==> src/rtl/jtag_tap_oversampled_pkg.sv <==
// Shared types and constants for the oversampled JTAG TAP.
// Holds the state encoding, the opcodes and the TAP transition function.
package jtag_tap_pkg;

   typedef enum logic [3:0] {
      TLR    = 4'hF,
      RTI    = 4'hC,
      SEL_DR = 4'h7,
      CAP_DR = 4'h6,
      SH_DR  = 4'h2,
      EX1_DR = 4'h1,
      PAU_DR = 4'h3,
      EX2_DR = 4'h0,
      UPD_DR = 4'h5,
      SEL_IR = 4'h4,
      CAP_IR = 4'hE,
      SH_IR  = 4'hA,
      EX1_IR = 4'h9,
      PAU_IR = 4'hB,
      EX2_IR = 4'h8,
      UPD_IR = 4'hD
   } tap_state_t;

   localparam logic [2:0] OP_IDCODE = 3'b001;
   localparam logic [2:0] OP_USER   = 3'b010;
   localparam logic [2:0] OP_BYPASS = 3'b111;

   function automatic tap_state_t tap_next(input tap_state_t s, input logic tms);
      case (s)
         TLR:     tap_next = tms ? TLR    : RTI;
         RTI:     tap_next = tms ? SEL_DR : RTI;
         SEL_DR:  tap_next = tms ? SEL_IR : CAP_DR;
         CAP_DR:  tap_next = tms ? EX1_DR : SH_DR;
         SH_DR:   tap_next = tms ? EX1_DR : SH_DR;
         EX1_DR:  tap_next = tms ? UPD_DR : PAU_DR;
         PAU_DR:  tap_next = tms ? EX2_DR : PAU_DR;
         EX2_DR:  tap_next = tms ? UPD_DR : SH_DR;
         UPD_DR:  tap_next = tms ? SEL_DR : RTI;
         SEL_IR:  tap_next = tms ? TLR    : CAP_IR;
         CAP_IR:  tap_next = tms ? EX1_IR : SH_IR;
         SH_IR:   tap_next = tms ? EX1_IR : SH_IR;
         EX1_IR:  tap_next = tms ? UPD_IR : PAU_IR;
         PAU_IR:  tap_next = tms ? EX2_IR : PAU_IR;
         EX2_IR:  tap_next = tms ? UPD_IR : SH_IR;
         UPD_IR:  tap_next = tms ? SEL_DR : RTI;
         default: tap_next = TLR;
      endcase
   endfunction

endpackage

==> src/rtl/jtag_tap_oversampled_if.sv <==
// Pin-level JTAG plus USER data register bundle between the TAP and its environment.
interface jtag_tap_oversampled_if
   import jtag_tap_pkg::*;
#(
   parameter int IR_WIDTH = 3,
   parameter int DR_WIDTH = 8
) ();
   logic                tck;
   logic                tms;
   logic                tdi;
   logic                trst_n;
   logic                tdo;
   logic                tdo_oe;
   tap_state_t          tap_state;
   logic [IR_WIDTH-1:0] ir;
   logic                test_logic_reset;
   logic [DR_WIDTH-1:0] dr_in;
   logic [DR_WIDTH-1:0] dr_out;
   logic                dr_update;

   modport slave (
      input  tck, tms, tdi, trst_n, dr_in,
      output tdo, tdo_oe, tap_state, ir, test_logic_reset, dr_out, dr_update
   );

   modport master (
      output tck, tms, tdi, trst_n, dr_in,
      input  tdo, tdo_oe, tap_state, ir, test_logic_reset, dr_out, dr_update
   );
endinterface

==> src/rtl/jtag_tap_oversampled_pin_sync.sv <==
// Synchronises the four raw JTAG pins into clk and derives one-clk TCK edge strobes.
module jtag_pin_sync #(
   parameter int SYNC_STAGES = 2
) (
   input  logic clk_i,
   input  logic rst_i,
   input  logic tck_i,
   input  logic tms_i,
   input  logic tdi_i,
   input  logic trst_n_i,
   output logic tms_s_o,
   output logic tdi_s_o,
   output logic trst_n_s_o,
   output logic tck_rise_o,
   output logic tck_fall_o
);
   // Pin order {trst_n, tdi, tms, tck}; trst_n resets asserted so the TAP stays in TLR until it clears.
   localparam logic [3:0] PIN_RST = 4'b0010;

   logic [SYNC_STAGES-1:0][3:0] sync_q;
   logic                        tck_prev_q;

   // Synchroniser chain and previous synced TCK for edge detection.
   always_ff @(posedge clk_i or posedge rst_i) begin
      if (rst_i) begin
         sync_q     <= {SYNC_STAGES{PIN_RST}};
         tck_prev_q <= 1'b0;
      end else begin
         sync_q     <= {sync_q[SYNC_STAGES-2:0], {trst_n_i, tdi_i, tms_i, tck_i}};
         tck_prev_q <= sync_q[SYNC_STAGES-1][0];
      end
   end

   assign tms_s_o    = sync_q[SYNC_STAGES-1][1];
   assign tdi_s_o    = sync_q[SYNC_STAGES-1][2];
   assign trst_n_s_o = sync_q[SYNC_STAGES-1][3];
   assign tck_rise_o = sync_q[SYNC_STAGES-1][0] & ~tck_prev_q;
   assign tck_fall_o = ~sync_q[SYNC_STAGES-1][0] & tck_prev_q;
endmodule

==> src/rtl/jtag_tap_oversampled.sv <==
// IEEE 1149.1 TAP clocked by clk; TCK edges arrive as strobes from the pin synchroniser.
// Provides IDCODE, BYPASS and one USER register with capture/update to user logic.
module jtag_tap_oversampled
   import jtag_tap_pkg::*;
#(
   parameter int          SYNC_STAGES = 2,
   parameter int          IR_WIDTH    = 3,
   parameter int          DR_WIDTH    = 8,
   parameter logic [31:0] IDCODE_VAL  = 32'h1000_0A6B
) (
   input logic                    clk_i,
   input logic                    rst_i,
   jtag_tap_oversampled_if.slave  bus
);
   logic tms_s, tdi_s, trst_n_s, tck_rise, tck_fall, adv_s;
   logic is_idcode_s, is_user_s, dr_lsb_s;

   tap_state_t          state_q, state_d;
   logic                tlr_q;
   logic [IR_WIDTH-1:0] ir_q, ir_d, ir_sh_q, ir_sh_d;
   logic [31:0]         id_sh_q, id_sh_d;
   logic [DR_WIDTH-1:0] dr_sh_q, dr_sh_d, dr_out_q, dr_out_d;
   logic                byp_q, byp_d, dr_upd_q, dr_upd_d;
   logic                tdo_q, tdo_d, tdo_oe_q, tdo_oe_d;

   jtag_pin_sync #(.SYNC_STAGES(SYNC_STAGES)) u_sync (
      .clk_i      (clk_i),
      .rst_i      (rst_i),
      .tck_i      (bus.tck),
      .tms_i      (bus.tms),
      .tdi_i      (bus.tdi),
      .trst_n_i   (bus.trst_n),
      .tms_s_o    (tms_s),
      .tdi_s_o    (tdi_s),
      .trst_n_s_o (trst_n_s),
      .tck_rise_o (tck_rise),
      .tck_fall_o (tck_fall)
   );

   // trst_n outranks a coincident TCK rise, so datapath actions are gated with it.
   assign adv_s       = tck_rise & trst_n_s;
   assign is_idcode_s = (ir_q == IR_WIDTH'(OP_IDCODE));
   assign is_user_s   = (ir_q == IR_WIDTH'(OP_USER));
   assign dr_lsb_s    = is_idcode_s ? id_sh_q[0] : (is_user_s ? dr_sh_q[0] : byp_q);

   // TAP state register.
   always_ff @(posedge clk_i or posedge rst_i) begin
      if (rst_i) begin
         state_q <= TLR;
         tlr_q   <= 1'b1;
      end else begin
         state_q <= state_d;
         tlr_q   <= (state_d == TLR);
      end
   end

   // TAP next-state decode.
   always_comb begin
      state_d = state_q;
      if (!trst_n_s) begin
         state_d = TLR;
      end else if (tck_rise) begin
         state_d = tap_next(state_q, tms_s);
      end else begin
         state_d = state_q;
      end
   end

   // Capture/shift/update and TDO next values.
   always_comb begin
      ir_d     = ir_q;
      ir_sh_d  = ir_sh_q;
      id_sh_d  = id_sh_q;
      dr_sh_d  = dr_sh_q;
      byp_d    = byp_q;
      dr_out_d = dr_out_q;
      dr_upd_d = 1'b0;
      tdo_d    = tdo_q;
      tdo_oe_d = tdo_oe_q;
      if (adv_s) begin
         case (state_q)
            CAP_IR: ir_sh_d = IR_WIDTH'(2'b01);
            SH_IR:  ir_sh_d = {tdi_s, ir_sh_q[IR_WIDTH-1:1]};
            UPD_IR: ir_d    = ir_sh_q;
            CAP_DR: begin
               if (is_idcode_s)    id_sh_d = IDCODE_VAL;
               else if (is_user_s) dr_sh_d = bus.dr_in;
               else                byp_d   = 1'b0;
            end
            SH_DR: begin
               if (is_idcode_s)    id_sh_d = {tdi_s, id_sh_q[31:1]};
               else if (is_user_s) dr_sh_d = {tdi_s, dr_sh_q[DR_WIDTH-1:1]};
               else                byp_d   = tdi_s;
            end
            UPD_DR: begin
               if (is_user_s) begin
                  dr_out_d = dr_sh_q;
                  dr_upd_d = 1'b1;
               end else begin
                  dr_upd_d = 1'b0;
               end
            end
            default: dr_upd_d = 1'b0;
         endcase
      end else begin
         dr_upd_d = 1'b0;
      end
      if (state_d == TLR) begin
         ir_d = IR_WIDTH'(OP_IDCODE);
      end else begin
         ir_d = ir_d;
      end
      if (tck_fall) begin
         if (state_q == SH_IR) begin
            tdo_d    = ir_sh_q[0];
            tdo_oe_d = 1'b1;
         end else if (state_q == SH_DR) begin
            tdo_d    = dr_lsb_s;
            tdo_oe_d = 1'b1;
         end else begin
            tdo_oe_d = 1'b0;
         end
      end else begin
         tdo_oe_d = tdo_oe_q;
      end
   end

   // Instruction, shift, hold and TDO registers.
   always_ff @(posedge clk_i or posedge rst_i) begin
      if (rst_i) begin
         ir_q     <= IR_WIDTH'(OP_IDCODE);
         ir_sh_q  <= '0;
         id_sh_q  <= 32'h0000_0000;
         dr_sh_q  <= '0;
         byp_q    <= 1'b0;
         dr_out_q <= '0;
         dr_upd_q <= 1'b0;
         tdo_q    <= 1'b0;
         tdo_oe_q <= 1'b0;
      end else begin
         ir_q     <= ir_d;
         ir_sh_q  <= ir_sh_d;
         id_sh_q  <= id_sh_d;
         dr_sh_q  <= dr_sh_d;
         byp_q    <= byp_d;
         dr_out_q <= dr_out_d;
         dr_upd_q <= dr_upd_d;
         tdo_q    <= tdo_d;
         tdo_oe_q <= tdo_oe_d;
      end
   end

   assign bus.tdo              = tdo_q;
   assign bus.tdo_oe           = tdo_oe_q;
   assign bus.tap_state        = state_q;
   assign bus.ir               = ir_q;
   assign bus.test_logic_reset = tlr_q;
   assign bus.dr_out           = dr_out_q;
   assign bus.dr_update        = dr_upd_q;
endmodule

==> src/flat_wrapper.sv <==
// flat-port wrapper written by rule: the top's interface ports become plain ports
module jtag_tap_oversampled_flat import jtag_tap_pkg::*;
#(
   parameter int          SYNC_STAGES = 2,
   parameter int          IR_WIDTH    = 3,
   parameter int          DR_WIDTH    = 8,
   parameter logic [31:0] IDCODE_VAL  = 32'h1000_0A6B
)
  (clk_i, rst_i, bus_tck, bus_tms, bus_tdi, bus_trst_n, bus_dr_in, bus_tdo, bus_tdo_oe, bus_tap_state, bus_ir, bus_test_logic_reset, bus_dr_out, bus_dr_update);
  jtag_tap_oversampled_if #(.IR_WIDTH(IR_WIDTH), .DR_WIDTH(DR_WIDTH)) bus_i ();
  input logic clk_i;
  input logic rst_i;
  input wire logic [$bits(bus_i.tck)-1:0] bus_tck;
  input wire logic [$bits(bus_i.tms)-1:0] bus_tms;
  input wire logic [$bits(bus_i.tdi)-1:0] bus_tdi;
  input wire logic [$bits(bus_i.trst_n)-1:0] bus_trst_n;
  input wire logic [$bits(bus_i.dr_in)-1:0] bus_dr_in;
  output wire logic [$bits(bus_i.tdo)-1:0] bus_tdo;
  output wire logic [$bits(bus_i.tdo_oe)-1:0] bus_tdo_oe;
  output wire logic [$bits(bus_i.tap_state)-1:0] bus_tap_state;
  output wire logic [$bits(bus_i.ir)-1:0] bus_ir;
  output wire logic [$bits(bus_i.test_logic_reset)-1:0] bus_test_logic_reset;
  output wire logic [$bits(bus_i.dr_out)-1:0] bus_dr_out;
  output wire logic [$bits(bus_i.dr_update)-1:0] bus_dr_update;
  assign bus_i.tck = bus_tck;
  assign bus_i.tms = bus_tms;
  assign bus_i.tdi = bus_tdi;
  assign bus_i.trst_n = bus_trst_n;
  assign bus_i.dr_in = bus_dr_in;
  assign bus_tdo = bus_i.tdo;
  assign bus_tdo_oe = bus_i.tdo_oe;
  assign bus_tap_state = bus_i.tap_state;
  assign bus_ir = bus_i.ir;
  assign bus_test_logic_reset = bus_i.test_logic_reset;
  assign bus_dr_out = bus_i.dr_out;
  assign bus_dr_update = bus_i.dr_update;
  jtag_tap_oversampled #(.SYNC_STAGES(SYNC_STAGES), .IR_WIDTH(IR_WIDTH), .DR_WIDTH(DR_WIDTH), .IDCODE_VAL(IDCODE_VAL)) u_core (.clk_i(clk_i), .rst_i(rst_i), .bus(bus_i));
endmodule
==> config.mk <==
export PLATFORM = sky130hd
export DESIGN_NAME = jtag_tap_oversampled_flat
export DESIGN_NICKNAME = d
export VERILOG_FILES = /design/src/rtl/jtag_tap_oversampled_pkg.sv /design/src/rtl/jtag_tap_oversampled_if.sv /design/src/rtl/jtag_tap_oversampled_pin_sync.sv /design/src/rtl/jtag_tap_oversampled.sv /design/src/flat_wrapper.sv
export SDC_FILE = /design/constraint.sdc
export NUM_CORES = 1
export LEC_CHECK = 0
export CAP_MARGIN = 20
export CELL_PAD_IN_SITES_DETAIL_PLACEMENT = 1
export CELL_PAD_IN_SITES_GLOBAL_PLACEMENT = 2
export CORE_MARGIN = 5
export CORE_UTILIZATION = 36
export DETAILED_ROUTE_END_ITERATION = 8
export PLACE_DENSITY_LB_ADDON = 0.08
export SETUP_SLACK_MARGIN = 0.02
export SYNTH_ARGS = -nofsm -noshare
export SYNTH_HDL_FRONTEND = slang
export SYNTH_SLANG_ARGS = --single-unit
==> constraint.sdc <==
create_clock -name clk_i -period 2.9 [get_ports clk_i]
set_input_delay 0.58 -clock clk_i [delete_from_list [all_inputs] [get_ports clk_i]]
set_output_delay 0.58 -clock clk_i [all_outputs]
set_load 0.02 [all_outputs]
==> results of run 1 <==
final timing paths:
kind	from	to	slack, ps	cells after the start
min in group asynchronous	rst_i	u_core.u_sync.sync_q[2]$_DFF_PP0_	600	2
hold / removal	u_core.u_sync.sync_q[0]$_DFF_PP0_	u_core.u_sync.sync_q[4]$_DFF_PP0_	350	0
setup / recovery	u_core.bus.tap_state[3]$_DFF_PP1_	bus_tap_state[3]	540	1
setup reg to reg	u_core.u_sync.tck_prev_q$_DFF_PP0_	u_core.id_sh_q[31]$_DFFE_PP0P_	960	4
max in group asynchronous	rst_i	u_core.id_sh_q[3]$_DFFE_PP0P_	1710	3
hold reg to reg	u_core.u_sync.sync_q[0]$_DFF_PP0_	u_core.u_sync.sync_q[4]$_DFF_PP0_	350	0
layer usage:
layer	wire, um	up-vias	global-route usage [%]
met5	0	-	0
met4	81	0	5.15
met3	233	6	3.69
met2	3110	24	22.4
met1	3230	1078	19.5
li1	-	1070	-
worst register-to-register path, cell delays in order, from the launching register on:
cell and delay, ps:
dfrtp_1 400, nand2b_1 390, or4_4 800, nand2_1 140
o21ai_0 80
per-stage QoR:
stage | hold slack (ps) | total power [mW] | utilization (%) | instance area [um2]
final | 351 | 1.97 | 44.1 | 3640
after global routing | 356 | 2.08 | 44.1 | 3640
after CTS | 353 | 2.01 | 44.1 | 3640
after detailed placement | 337 | 1.19 | 41.7 | 3440
after global placement | 333 | 1.19 | 41.7 | 3440
after floorplan | 331 | 1.14 | - | 3070
synthesized netlist by cell type, types with 5 or more instances:
library cell	number	area, um2
a21oi_1	5	25.0
a31oi_1	10	62.6
buf_2	11	55.1
buf_6	5	56.3
clkbuf_1	6	22.5
dfrtp_1	64	1600
dfstp_2	8	210
inv_1	7	26.3
mux2_2	8	90.1
nand2_1	85	319
nand3_1	23	115
nor2_1	15	56.3
o21ai_0	17	85.1
final cells by class:
cell class | instances | area (um2) | share of cell area (%)
Clock buffer | 13 | 159 | 4.36
Inverter | 7 | 26.3 | 0.721
Timing Repair Buffer | 37 | 370 | 10.2
Clock inverter | 3 | 40.0 | 1.10
Multi-Input combinational cell | 203 | 1100 | 30.3
Tap cell | 105 | 131 | 3.61
Sequential cell | 72 | 1810 | 49.7
power breakdown:
group / total [mW] / switching (mW) / internal (mW)
Sequential: 1.06 / 0.0266 / 1.03
Clock: 0.801 / 0.358 / 0.443
Combinational: 0.116 / 0.0625 / 0.0535
placed cells by master, fill, tap and decap left out, types with 2 or more instances in the layout:
cell,netlist,routed
nand2_1,85,85
dfrtp_1,64,64
clkdlybuf4s50_1,0,32
nand3_1,23,23
o21ai_0,17,17
nor2_1,15,15
clkbuf_8,0,11
a31oi_1,10,10
mux2_2,8,8
dfstp_2,8,8
inv_1,7,6
a21oi_1,5,5
nand2b_1,4,4
mux2i_1,4,4
buf_4,1,4
nor3_1,4,3
nand3b_1,3,3
a21o_1,3,3
nand4bb_1,2,2
nor4_4,1,2
nor2b_1,2,2
o311ai_0,2,2
clkbuf_1,6,2
clkinv_2,0,2
kinds of logic after synthesis:
logic type             share of synthesized area [%]
AOI/OAI and AO/OA                               8.19
buffers and inverters                           5.46
muxes                                           4.24
DFF                                             59.0
and+or+nand+nor                                 23.1
sequential cells by signal, indices dropped and copies added, names as in the netlist, 3 cells and up:
register / flops
u_core.u_sync.sync_q: 5
u_core.bus.dr_out: 8
u_core.bus.ir: 3
u_core.id_sh_q: 32
u_core.bus.tap_state: 4
u_core.ir_sh_q: 3
u_core.dr_sh_q: 8
==> run summary, run 1 <==
Outcome -> complete, no violations
Critical path type -> flop to output pin
Clock-pin slew on the worst setup and hold paths -> 70 ps
Clk Latency, worst-skew pair -> 330 ps
Worst Setup Slack, final -> 535 ps
Root Buffer -> clkbuf_8
Critical-path cell list -> clkdlybuf4s50_1
Core area -> 8260 um2
CTS Buf Count -> 9
CTS tree -> done
PwrDens -> 542 nW/um2
Top_reg_cell synth -> dfrtp_1
Buffers and inverters on the worst path -> 1
Post-Route WL -> 6.65 mm
Vias/cell -> 4.95
Yosys cell types -> 38
Chip width -> 102 um
Dpl cells -> 424
Largest net degree at the start of global routing -> 34
Cts repair resizes -> 0
Worst vdd rail ir drop -> 0.220 mV
Hold buffers post-CTS -> 0
First-pass GRT wire length -> 11.6 mm
Slew Limit Fails -> 0
Asr flop ratio synth -> 100%
Critical Path Fanout Max -> 19
DR pass1 iterations -> 4
Final Hold Fails -> 0
Final estimated routing congestion in global placement -> 0.708
I/O pin total -> 33
Arrival @ worst endpoint -> 1780 ps
First DRT Iteration DRCs -> 89
Clock skew -> 6.46 ps
Fin cells -> 440
Avg Cell Area, Syn -> 10.1 um2
DRC -> 0
Die Area -> 10500 um2
CTS Sinks -> 72
Relative slew slack -> 49.0%
Synth Cell Area -> 3070 um2
Synth-to-layout area growth -> 18.7%
# setup viols final -> 0
Nets -> 344
Detailed-route via count -> 2178
Post-Syn Nets -> 319
RSZ-0062 raised after global routing -> no
#FFs+latches synth -> 72
Num rows -> 33
Worst-Margin Slew -> 759 ps
Max cap viols -> 0
Achievable Freq -> 0.423 GHz
# diodes -> 0
H-tree depth -> 3
Leak Pwr -> 1.74 nW
Pre-CTS setup slack -> 885 ps
Nature of the critical path endpoint -> output pin
CP top delay family -> flip-flops
Critical-path top delay cell -> dfstp_2
Syn Inst Count -> 305
GRT Total Usage -> 14.4%
Postcts setup bufs -> 0
Number of antenna violations at the first check in global routing -> 0
Crit path largest cell delay -> 770 ps
Fill cells -> 938
Number of global-route vias before repair -> 2269
Synth warnings -> 0
Min-delay worst type -> flop to flop
Initial Util -> 37.2%
Die Y-Extent -> 102 um
Sequential fraction of the synthesis area -> 59.0%
Clock period minus worst slack -> 2360 ps
Post-route ant nets -> 0
Worst Setup Start Kind -> flop
Clk buf depth -> 2
Gr ovfl total -> 0
Routed wire per std cell -> 15.1 um
DP HPWL -> 4.33 mm
Worst Path Required -> 2320 ps
Final period utilization -> 81.5%
IO buf count -> 32
EDFF count, synth -> 0
Fraction of layout cells with a size suffix above 1 -> 12.8%
Setup tns final -> 0 ps
Power figures use the tool's default switching activity.
==> run 2: changes to the inputs <==
- clock period: 2.9 -> 2.3 ns (I/O delays scaled with it)
==> run summary, run 2 (synthesized netlist as in run 1, its figures left out) <==
Final Hold Fails -> 0
Final period utilization -> 95.4%
Footprint of the multi-input gates -> 1100 um2
R2R depth -> 4
Worst Setup Start Kind -> flop
RSZ-0062 raised after global routing -> no
Nature of the critical path endpoint -> output pin
Detailed-route via count -> 2217
Post-Route WL -> 6.66 mm
Critical path type -> flop to output pin
Largest register FFs -> 32
Postcts setup bufs -> 0
FF-to-FF End -> u_core.id_sh_q[31]$_DFFE_PP0P_
Critical-path cell list -> clkdlybuf4s50_1
I/O pin total -> 33
CTS tree -> done
DP HPWL -> 4.15 mm
CTS Sinks -> 72
Clock period minus worst slack -> 2200 ps
Gr ovfl total -> 0
GRT Total Usage -> 14.1%
Initial Util -> 37.2%
Routed wire per std cell -> 15.1 um
Clk Latency, worst-skew pair -> 350 ps
Final estimated routing congestion in global placement -> 0.733
Worst Path Required -> 1840 ps
Commonest non-fill, non-tap cell in the layout -> nand2_1
Arrival @ worst endpoint -> 1740 ps
H-tree depth -> 3
Clock skew -> 11.6 ps
Slew Limit Fails -> 0
Critical-path top delay cell -> dfstp_4
Fin util -> 44.5%
Most frequent cells in the layout -> nand2_1 (85), dfrtp_1 (64), clkdlybuf4s50_1 (32)
Die Area -> 10500 um2
Nets -> 346
First-pass GRT wire length -> 11.6 mm
Hold buffers post-CTS -> 0
Min-delay worst type -> flop to flop
Fill cells -> 948
Clk buf depth -> 2
FF+latch area -> 1820 um2
Max cap viols -> 0
Number of antenna violations at the first check in global routing -> 0
DR pass1 iterations -> 4
R2R setup slack -> 430 ps
Number of global-route vias before repair -> 2286
# setup viols final -> 0
Chip width -> 102 um
Core area -> 8260 um2
Num rows -> 33
Hold Crit Start -> u_core.u_sync.sync_q[1]$_DFF_PP1_
CTS Buf Count -> 9
Leak Pwr -> 1.75 nW
Achievable Freq -> 0.456 GHz
Most flops, register -> u_core.id_sh_q
Critical Path Fanout Max -> 19
WHS -> 358 ps
Reg-to-Reg Start -> u_core.bus.tap_state[1]$_DFF_PP1_
PwrDens -> 698 nW/um2
Vias/cell -> 5.02
CP top delay family -> flip-flops
Outcome -> complete, no violations
Largest net degree at the start of global routing -> 73
Synth-to-layout area growth -> 19.7%
Fraction of layout cells with a size suffix above 1 -> 13.4%
# diodes -> 0
WHS Path Cells -> 0
Setup tns final -> 0 ps
Crit path largest cell delay -> 750 ps
Worst-Margin Slew -> 612 ps
Worst vdd rail ir drop -> 0.309 mV
IO buf count -> 32
Hold EP -> u_core.u_sync.tms_s_o$_DFF_PP1_
First DRT Iteration DRCs -> 47
Relative slew slack -> 58.9%
DRC -> 0
Buffers and inverters on the worst path -> 1
Root Buffer -> clkbuf_8
Post-route ant nets -> 0
Clock-pin slew on the worst setup and hold paths -> 80 ps
Die Y-Extent -> 102 um
==> run 2: cell types whose count changed in the layout (fill, tap and decap cells not counted), sizes merged <==
cell and change:
clkbuf -2, clkinvlp +1, bufinv +1, buf +2
==> run 2: timing repair <==
action                     in CTS  in global routing
setup endpoints to repair       1                  0
gates resized for setup         1                  0
hold endpoints to repair        0                  0
==> run 2: how the worst max path moves through the flow <==
stage / startpoint / end / slack (ps) / cells past startpoint
floorplan: rst_i / u_core.bus.dr_out[0]$_DFFE_PP0P_ / 30 / 1
global placement: u_core.bus.tap_state[3]$_DFF_PP1_ / bus_tap_state[3] / 410 / 1
detailed placement: u_core.bus.tap_state[3]$_DFF_PP1_ / bus_tap_state[3] / 390 / 1
CTS: u_core.bus.tap_state[3]$_DFF_PP1_ / bus_tap_state[3] / 80 / 1
global route: u_core.bus.tap_state[3]$_DFF_PP1_ / bus_tap_state[3] / 50 / 1
finish: u_core.bus.tap_state[3]$_DFF_PP1_ / bus_tap_state[3] / 100 / 1
==> run 2: layout make-up <==
cell class | count | share of cell area, %
clock buffers | 11 | 3.58
flip-flops and latches | 72 | 49.4
well taps | 105 | 3.58
multi-input cells | 203 | 30.0
clock inverters | 5 | 2.21
inverters | 7 | 0.715
repair buffers | 39 | 10.5
==> run 2: metrics by stage <==
| step | instance area [um2] | power [mW] | cells | setup WS, ps |
|---|---|---|---|---|
| final | 3670 | 2.56 | 442 | 105 |
| after global routing | 3670 | 2.69 | 442 | 50.9 |
| after CTS | 3670 | 2.61 | 442 | 79.4 |
| after detailed placement | 3460 | 1.51 | 426 | 393 |
| after global placement | 3460 | 1.50 | 426 | 413 |
| after floorplan | 3070 | 1.43 | 305 | 28.3 |
==> run 2: power breakdown <==
group          internal, mW  switching [mW]  leakage [nW]
Sequential             1.30          0.0344         0.918
Clock                 0.612           0.474         0.104
Combinational        0.0689          0.0772         0.731
==> run 2: routing by layer <==
layer	wire (um)	track usage, %	part of all wire (%)	vias up
met5	0	0	0	-
met3	232	3.00	3.5	6
met2	3100	22.1	46	29
met4	87	6.36	1.3	0
li1	-	-	-	1074
met1	3250	18.9	49	1108
